## src/rtl/i2s_stereo_transceiver.sv

```systemverilog
`default_nettype none
// ============================================================================
// Module      : i2s_stereo_transceiver
// Description : Full-duplex stereo I2S master. Forwards clk_in as MCLK and
//               derives SCLK/LRCK with clock-enable counters. TX buffers one
//               stereo pair behind a valid/ready handshake. RX emits one
//               stereo pair per frame with a one-cycle valid pulse.
//               Optional macro I2S_LEFT_JUSTIFIED_EN selects zero data offset
//               (left-justified) instead of the standard one-SCLK I2S offset.
// Revision    : 1.0 - initial release
// ============================================================================
module i2s_stereo_transceiver #(
    parameter int SAMPLE_WIDTH = 24,
    parameter int SLOT_WIDTH   = 24,
    parameter int SCLK_DIV     = 16
) (
    input  logic                    clk_in,
    input  logic                    rst_n_in,
    input  logic                    tx_valid_in,
    output logic                    tx_ready_out,
    input  logic [SAMPLE_WIDTH-1:0] tx_left_in,
    input  logic [SAMPLE_WIDTH-1:0] tx_right_in,
    output logic                    tx_underrun_out,
    output logic                    rx_valid_out,
    output logic [SAMPLE_WIDTH-1:0] rx_left_out,
    output logic [SAMPLE_WIDTH-1:0] rx_right_out,
    output logic                    mclk_out,
    output logic                    sclk_out,
    output logic                    lrck_out,
    output logic                    sdout_out,
    input  logic                    sdin_in
);

`ifdef I2S_LEFT_JUSTIFIED_EN
    localparam int c_D = 0;
`else
    localparam int c_D = 1;
`endif

    localparam int c_FRAME = 2 * SLOT_WIDTH;
    localparam int c_PAD   = SLOT_WIDTH - SAMPLE_WIDTH;
    localparam int c_RXW   = SLOT_WIDTH + SAMPLE_WIDTH;
    localparam int c_DW    = (SCLK_DIV > 1) ? $clog2(SCLK_DIV) : 1;
    localparam int c_BW    = $clog2(c_FRAME);

    localparam logic [c_DW-1:0] c_DIV_LAST = c_DW'(SCLK_DIV - 1);
    localparam logic [c_DW-1:0] c_DIV_RISE = c_DW'(SCLK_DIV / 2 - 1);
    localparam logic [c_DW-1:0] c_DIV_HALF = c_DW'(SCLK_DIV / 2);
    localparam logic [c_BW-1:0] c_BIT_LAST = c_BW'(c_FRAME - 1);
    localparam logic [c_BW-1:0] c_SLOT     = c_BW'(SLOT_WIDTH);
    // bit_cnt value at which the last right-channel sample bit is on the wire
    localparam logic [c_BW-1:0] c_RX_LAST  = c_BW'((c_RXW - 1 + c_D) % c_FRAME);

    // Timing counters and events
    logic [c_DW-1:0] r_div_cnt;
    logic [c_DW-1:0] w_div_nxt;
    logic [c_BW-1:0] r_bit_cnt;
    logic [c_BW-1:0] w_bit_nxt;
    logic            w_fall;
    logic            w_rise;
    logic            w_frame_start;
    logic            r_sclk;
    logic            r_lrck;

    // TX path
    logic                    r_tx_ready;
    logic                    r_underrun;
    logic                    r_sdout;
    logic [SAMPLE_WIDTH-1:0] r_hold_l;
    logic [SAMPLE_WIDTH-1:0] r_hold_r;
    logic [SLOT_WIDTH-1:0]   w_slot_l;
    logic [SLOT_WIDTH-1:0]   w_slot_r;
    logic [c_FRAME-1:0]      w_tx_load;
    logic [c_FRAME-1:0]      r_tx_sh;

    // RX path
    logic [c_RXW-2:0]        r_rx_sh;
    logic [c_RXW-1:0]        w_rx_nxt;
    logic                    r_rx_first;
    logic                    r_rx_valid;
    logic [SAMPLE_WIDTH-1:0] r_rx_l;
    logic [SAMPLE_WIDTH-1:0] r_rx_r;

    assign w_fall        = (r_div_cnt == c_DIV_LAST);
    assign w_rise        = (r_div_cnt == c_DIV_RISE);
    assign w_frame_start = w_fall && (r_bit_cnt == c_BIT_LAST);
    assign w_div_nxt     = w_fall ? '0 : r_div_cnt + c_DW'(1);
    assign w_bit_nxt     = !w_fall                    ? r_bit_cnt :
                           (r_bit_cnt == c_BIT_LAST)  ? '0        :
                                                        r_bit_cnt + c_BW'(1);

    // Samples are MSB-aligned in their slot with zero padding below.
    // An empty holding register at frame start sends a silent frame.
    assign w_slot_l  = SLOT_WIDTH'(r_hold_l) << c_PAD;
    assign w_slot_r  = SLOT_WIDTH'(r_hold_r) << c_PAD;
    assign w_tx_load = r_tx_ready ? '0 : {w_slot_l, w_slot_r};

    assign w_rx_nxt  = {r_rx_sh, sdin_in};

    // Divider and bit counter; SCLK/LRCK registered from the next counts
    always_ff @(posedge clk_in or negedge rst_n_in) begin
        if (!rst_n_in) begin
            r_div_cnt <= '0;
            r_bit_cnt <= '0;
            r_sclk    <= 1'b0;
            r_lrck    <= 1'b0;
        end else begin
            r_div_cnt <= w_div_nxt;
            r_bit_cnt <= w_bit_nxt;
            r_sclk    <= (w_div_nxt >= c_DIV_HALF);
            r_lrck    <= (w_bit_nxt >= c_SLOT);
        end
    end

    // TX handshake: one-pair holding register, drained at each frame start
    always_ff @(posedge clk_in or negedge rst_n_in) begin
        if (!rst_n_in) begin
            r_tx_ready <= 1'b1;
            r_underrun <= 1'b0;
            r_hold_l   <= '0;
            r_hold_r   <= '0;
        end else begin
            r_underrun <= w_frame_start && r_tx_ready;
            if (w_frame_start && !r_tx_ready) begin
                r_tx_ready <= 1'b1;
            end else if (tx_valid_in && r_tx_ready) begin
                r_hold_l   <= tx_left_in;
                r_hold_r   <= tx_right_in;
                r_tx_ready <= 1'b0;
            end
        end
    end

    // TX serialiser: sdout changes only on SCLK fall events
    always_ff @(posedge clk_in or negedge rst_n_in) begin
        if (!rst_n_in) begin
            r_tx_sh <= '0;
            r_sdout <= 1'b0;
        end else if (w_fall) begin
            if (w_frame_start) begin
`ifdef I2S_LEFT_JUSTIFIED_EN
                r_sdout <= w_tx_load[c_FRAME-1];
                r_tx_sh <= w_tx_load << 1;
`else
                // Last bit of the previous frame goes out at bit_cnt 0
                r_sdout <= r_tx_sh[c_FRAME-1];
                r_tx_sh <= w_tx_load;
`endif
            end else begin
                r_sdout <= r_tx_sh[c_FRAME-1];
                r_tx_sh <= r_tx_sh << 1;
            end
        end
    end

    // RX deserialiser: sample on rise events, publish after last right bit
    always_ff @(posedge clk_in or negedge rst_n_in) begin
        if (!rst_n_in) begin
            r_rx_sh    <= '0;
            r_rx_first <= 1'b1;
            r_rx_valid <= 1'b0;
            r_rx_l     <= '0;
            r_rx_r     <= '0;
        end else begin
            r_rx_valid <= 1'b0;
            if (w_rise) begin
                r_rx_sh <= w_rx_nxt[c_RXW-2:0];
                if (r_bit_cnt == c_RX_LAST) begin
                    if (r_rx_first) begin
                        r_rx_first <= 1'b0;
                    end else begin
                        r_rx_valid <= 1'b1;
                        r_rx_l     <= w_rx_nxt[c_RXW-1 -: SAMPLE_WIDTH];
                        r_rx_r     <= w_rx_nxt[SAMPLE_WIDTH-1:0];
                    end
                end
            end
        end
    end

    assign mclk_out        = clk_in;
    assign sclk_out        = r_sclk;
    assign lrck_out        = r_lrck;
    assign sdout_out       = r_sdout;
    assign tx_ready_out    = r_tx_ready;
    assign tx_underrun_out = r_underrun;
    assign rx_valid_out    = r_rx_valid;
    assign rx_left_out     = r_rx_l;
    assign rx_right_out    = r_rx_r;

endmodule
`default_nettype wire

```

## config.mk

```make
export PLATFORM = sky130hd
export DESIGN_NAME = i2s_stereo_transceiver
export DESIGN_NICKNAME = d
export VERILOG_FILES = /design/src/rtl/i2s_stereo_transceiver.sv
export SDC_FILE = /design/constraint.sdc
export NUM_CORES = 1
export LEC_CHECK = 0
export ABC_AREA = 1
export ABC_CLOCK_PERIOD_IN_PS = 2250
export BUFFER_PORTS_ARGS = -buffer_cell sky130_fd_sc_hd__buf_2
export CORE_MARGIN = 8
export CORE_UTILIZATION = 30
export DETAILED_ROUTE_END_ITERATION = 10
export GPL_TIMING_DRIVEN = 0
export PLACE_DENSITY = 0.47
export SLEW_MARGIN = 25
export SYNTH_ARGS = -nofsm -noshare
export SYNTH_HDL_FRONTEND = slang
export SYNTH_SLANG_ARGS = --single-unit
```

## constraint.sdc

```tcl
create_clock -name clk_in -period 2.25 [get_ports clk_in]
set_input_delay 0.1125 -clock clk_in [delete_from_list [all_inputs] [get_ports clk_in]]
set_output_delay 0.1125 -clock clk_in [all_outputs]
set_load 0.02 [all_outputs]
```

==> impl_metrics.json <==
{
  "grt_start_max_net_pins": 87,
  "netlist_instances": 1051,
  "synth_common_cells": "628 x nand2_1, 206 x dfrtp_1, 56 x nand3_1",
  "slew_headroom_pct": 61.5,
  "tightest_slew_ns": 0.578,
  "netlist_top_cells_area": "dfrtp_1 60%, nand2_1 27%, nand3_1 3.2%, o21ai_0 2.1%, clkbuf_1 1.7%",
  "layout-drive-gt1-share_pct": 14.0,
  "max_stage_delay_ns": 0.41,
  "synth-async-reset-ratio_pct": 100,
  "antenna_found_initial": 0,
  "area_growth_pct": 28.5,
  "critPathCaptureType": "register",
  "post-route-util_pct": 38.9,
  "synth_edf_count": 0,
  "fmax_mhz": 489,
  "crit_family": "simple AND/OR/NAND/NOR gates",
  "ys_seq_area_share_pct": 60.2,
  "io_pins": 107,
  "wl_um": 21400,
  "die_y_um": 186,
  "start_kind": "register",
  "yosysWarnings": 0,
  "fin_cells": 1640,
  "clk_latency_ns": 0.62,
  "postPlaceCellArea_um2": 9720,
  "status": "completed",
  "fin_nets": 1293,
  "layout_min_cycle_time_ns": 2.04,
  "place_congestion": 0.758,
  "synth_area_per_cell_um2": 8.23,
  "cts_setup_buffers": 0,
  "grt_pass1_vias": 7213,
  "rsz0062_at_grt": "false",
  "rows": 62,
  "cts.clk_slew.worst_paths_ns": 0.06,
  "period_share_pct": 90.8,
  "ir_drop_mv": 0.504,
  "hold_path.class": "in -> async",
  "cp_common_cell": "nand2_1",
  "finalPower_mw": 9.17,
  "cts_tree": "done",
  "viasPerCell": 4.33,
  "num_antenna_cells": 0,
  "worstPathCellList": "inv_1 -> ha_1 -> inv_1 -> nor4_4 -> nand2_1 -> buf_2 -> buf_2 -> nand2_1 -> nand2_1",
  "fin_worst_skew_ns": 0.00620,
  "hold_violations": 0,
  "grt_pass1_wl_um": 36500,
  "postLayoutCellArea_um2": 11100,
  "timing.final.max_slew_violations": 0,
  "grt_use_total_pct": 12.8,
  "portBuffers": 106,
  "cap_violations": 0,
  "wire_per_inst_um": 13.0,
  "dp_cells": 1543,
  "grt-ovfl-total": 0,
  "total_leakage_power_nw": 6.06,
  "p_per_area_nw_per_um2": 825,
  "vias": 7103,
  "syn_area_um2": 8640,
  "syn-num-nets": 1106,
  "dr.first_iter.drc_count": 481,
  "slowest_stage": "nor4_4",
  "path_class": "reg -> reg",
  "cp.buffers_inverters": 4,
  "core_um2": 28500,
  "dp_hpwl_um": 14300,
  "synth_largest_area_cell": "dfrtp_1",
  "initial_utilization_pct": 30.3,
  "dp_slack_ns": 0.0802,
  "synthFlopType": "dfrtp_1",
  "synth_most_common_cell": "nand2_1",
  "arrival_ns": 2.55,
  "drc": 0,
  "dr.pass1.iters": 4,
  "dieArea_um2": 34500,
  "drtAntennaViolNets": 0,
  "fillers": 3076,
  "die_width_um": 186,
  "synth-seq-cells": 208,
  "final-setup-viol-count": 0,
  "yosys.area.top_type_share_pct": 59.6,
  "required_ns": 2.76,
  "cp_max_fo": 10,
  "setup_slack_ns": 0.207,
  "yosysUniqueCellTypes": 25
}
## cells in the final DEF (no fill, tap or decap), drive strengths merged
master         n
nand2        629
nand3         57
clkinv         7
dlygate4sd3   50
nand4          2
a21boi         2
ha             3
buf          130
o21ai         56
nor4           1
dfstp          2
inv           17
clkbuf        76
xnor2          1
bufinv         3
or2            1
a21oi          1
dfrtp        206
nor2          12
## layout make-up
type                    count  area (µm²)  area share [%]
flip-flops and latches    208        5210            46.9
plain buffers              61         277            2.49
inverters                  17        63.8           0.575
multi-input cells         765        3100            27.9
clock inverters            10         125            1.13
well taps                 384         480            4.33
clock buffers              38         759            6.84
repair buffers            157        1090            9.82
## state kept, by name, summed over array words and instances, names as in the netlist
signal and flops:
r_div_cnt 4, r_hold_l 24, r_hold_r 24, r_rx_first 1, r_tx_sh 48, rx_right_out 24, tx_ready_out 1, lrck_out 1
rx_valid_out 1, sdout_out 1, rx_left_out 24, r_bit_cnt 6, sclk_out 1, r_rx_sh 47, tx_underrun_out 1
## metrics by stage
stage	TNS (ns)	hold slack, ns
after floorplan	0	-0.183
after global placement	-583.06	0.308
after detailed placement	0	0.0698
after CTS	0	0.00233
after global routing	0	0.0324
final	0	0.0126
## metal layers
| metal | vias up | track usage, % | share of wire (%) |
|---|---|---|---|
| met2 | 109 | 20.7 | 45 |
| met3 | 27 | 2.40 | 4.3 |
| li1 | 3621 | - | - |
| met5 | - | 0 | 0 |
| met1 | 3346 | 17.4 | 49 |
| met4 | 0 | 3.14 | 1.9 |
## where the power goes
group / total [mW] / internal, mW / switching [mW]
Clock: 4.31 / 2.70 / 1.61
Combinational: 0.655 / 0.290 / 0.365
Sequential: 4.20 / 4.03 / 0.169
Total: 9.17 / 7.02 / 2.14
## timing repair
item                                    4_1_cts  5_1_grt
endpoints found under the hold margin       257        0
hold buffers                                 50        0
gates resized for setup                       0        1
endpoints found under the setup margin        0       65
## kinds of logic after synthesis
family / Yosys count / synth area share [%]
xor+xnor: 1 / 0.101
compound gates: 59 / 3.52
flops: 208 / 60.2
fa+ha+maj: 3 / 0.434
buf+inv: 78 / 3.94
simple gates: 702 / 31.8
## final timing paths
| path | from | end | slack, ns | cells past startpoint |
|---|---|---|---|---|
| worst max-delay path | r_bit_cnt[0] | rx_left_out[11] | 0.21 | 9 |
| worst min-delay path | rst_n_in | rx_left_out[18] | 0.01 | 2 |
| worst max register to register | r_bit_cnt[0] | rx_left_out[11] | 0.21 | 9 |
| worst min register to register | rx_left_out[7] | rx_left_out[7] | 0.46 | 2 |
| max in group asynchronous | rst_n_in | r_rx_sh[4] | 1.47 | 3 |
| min in group clk_in | tx_valid_in | r_hold_r[14] | 0.10 | 5 |
Power figures use the tool's default switching activity.
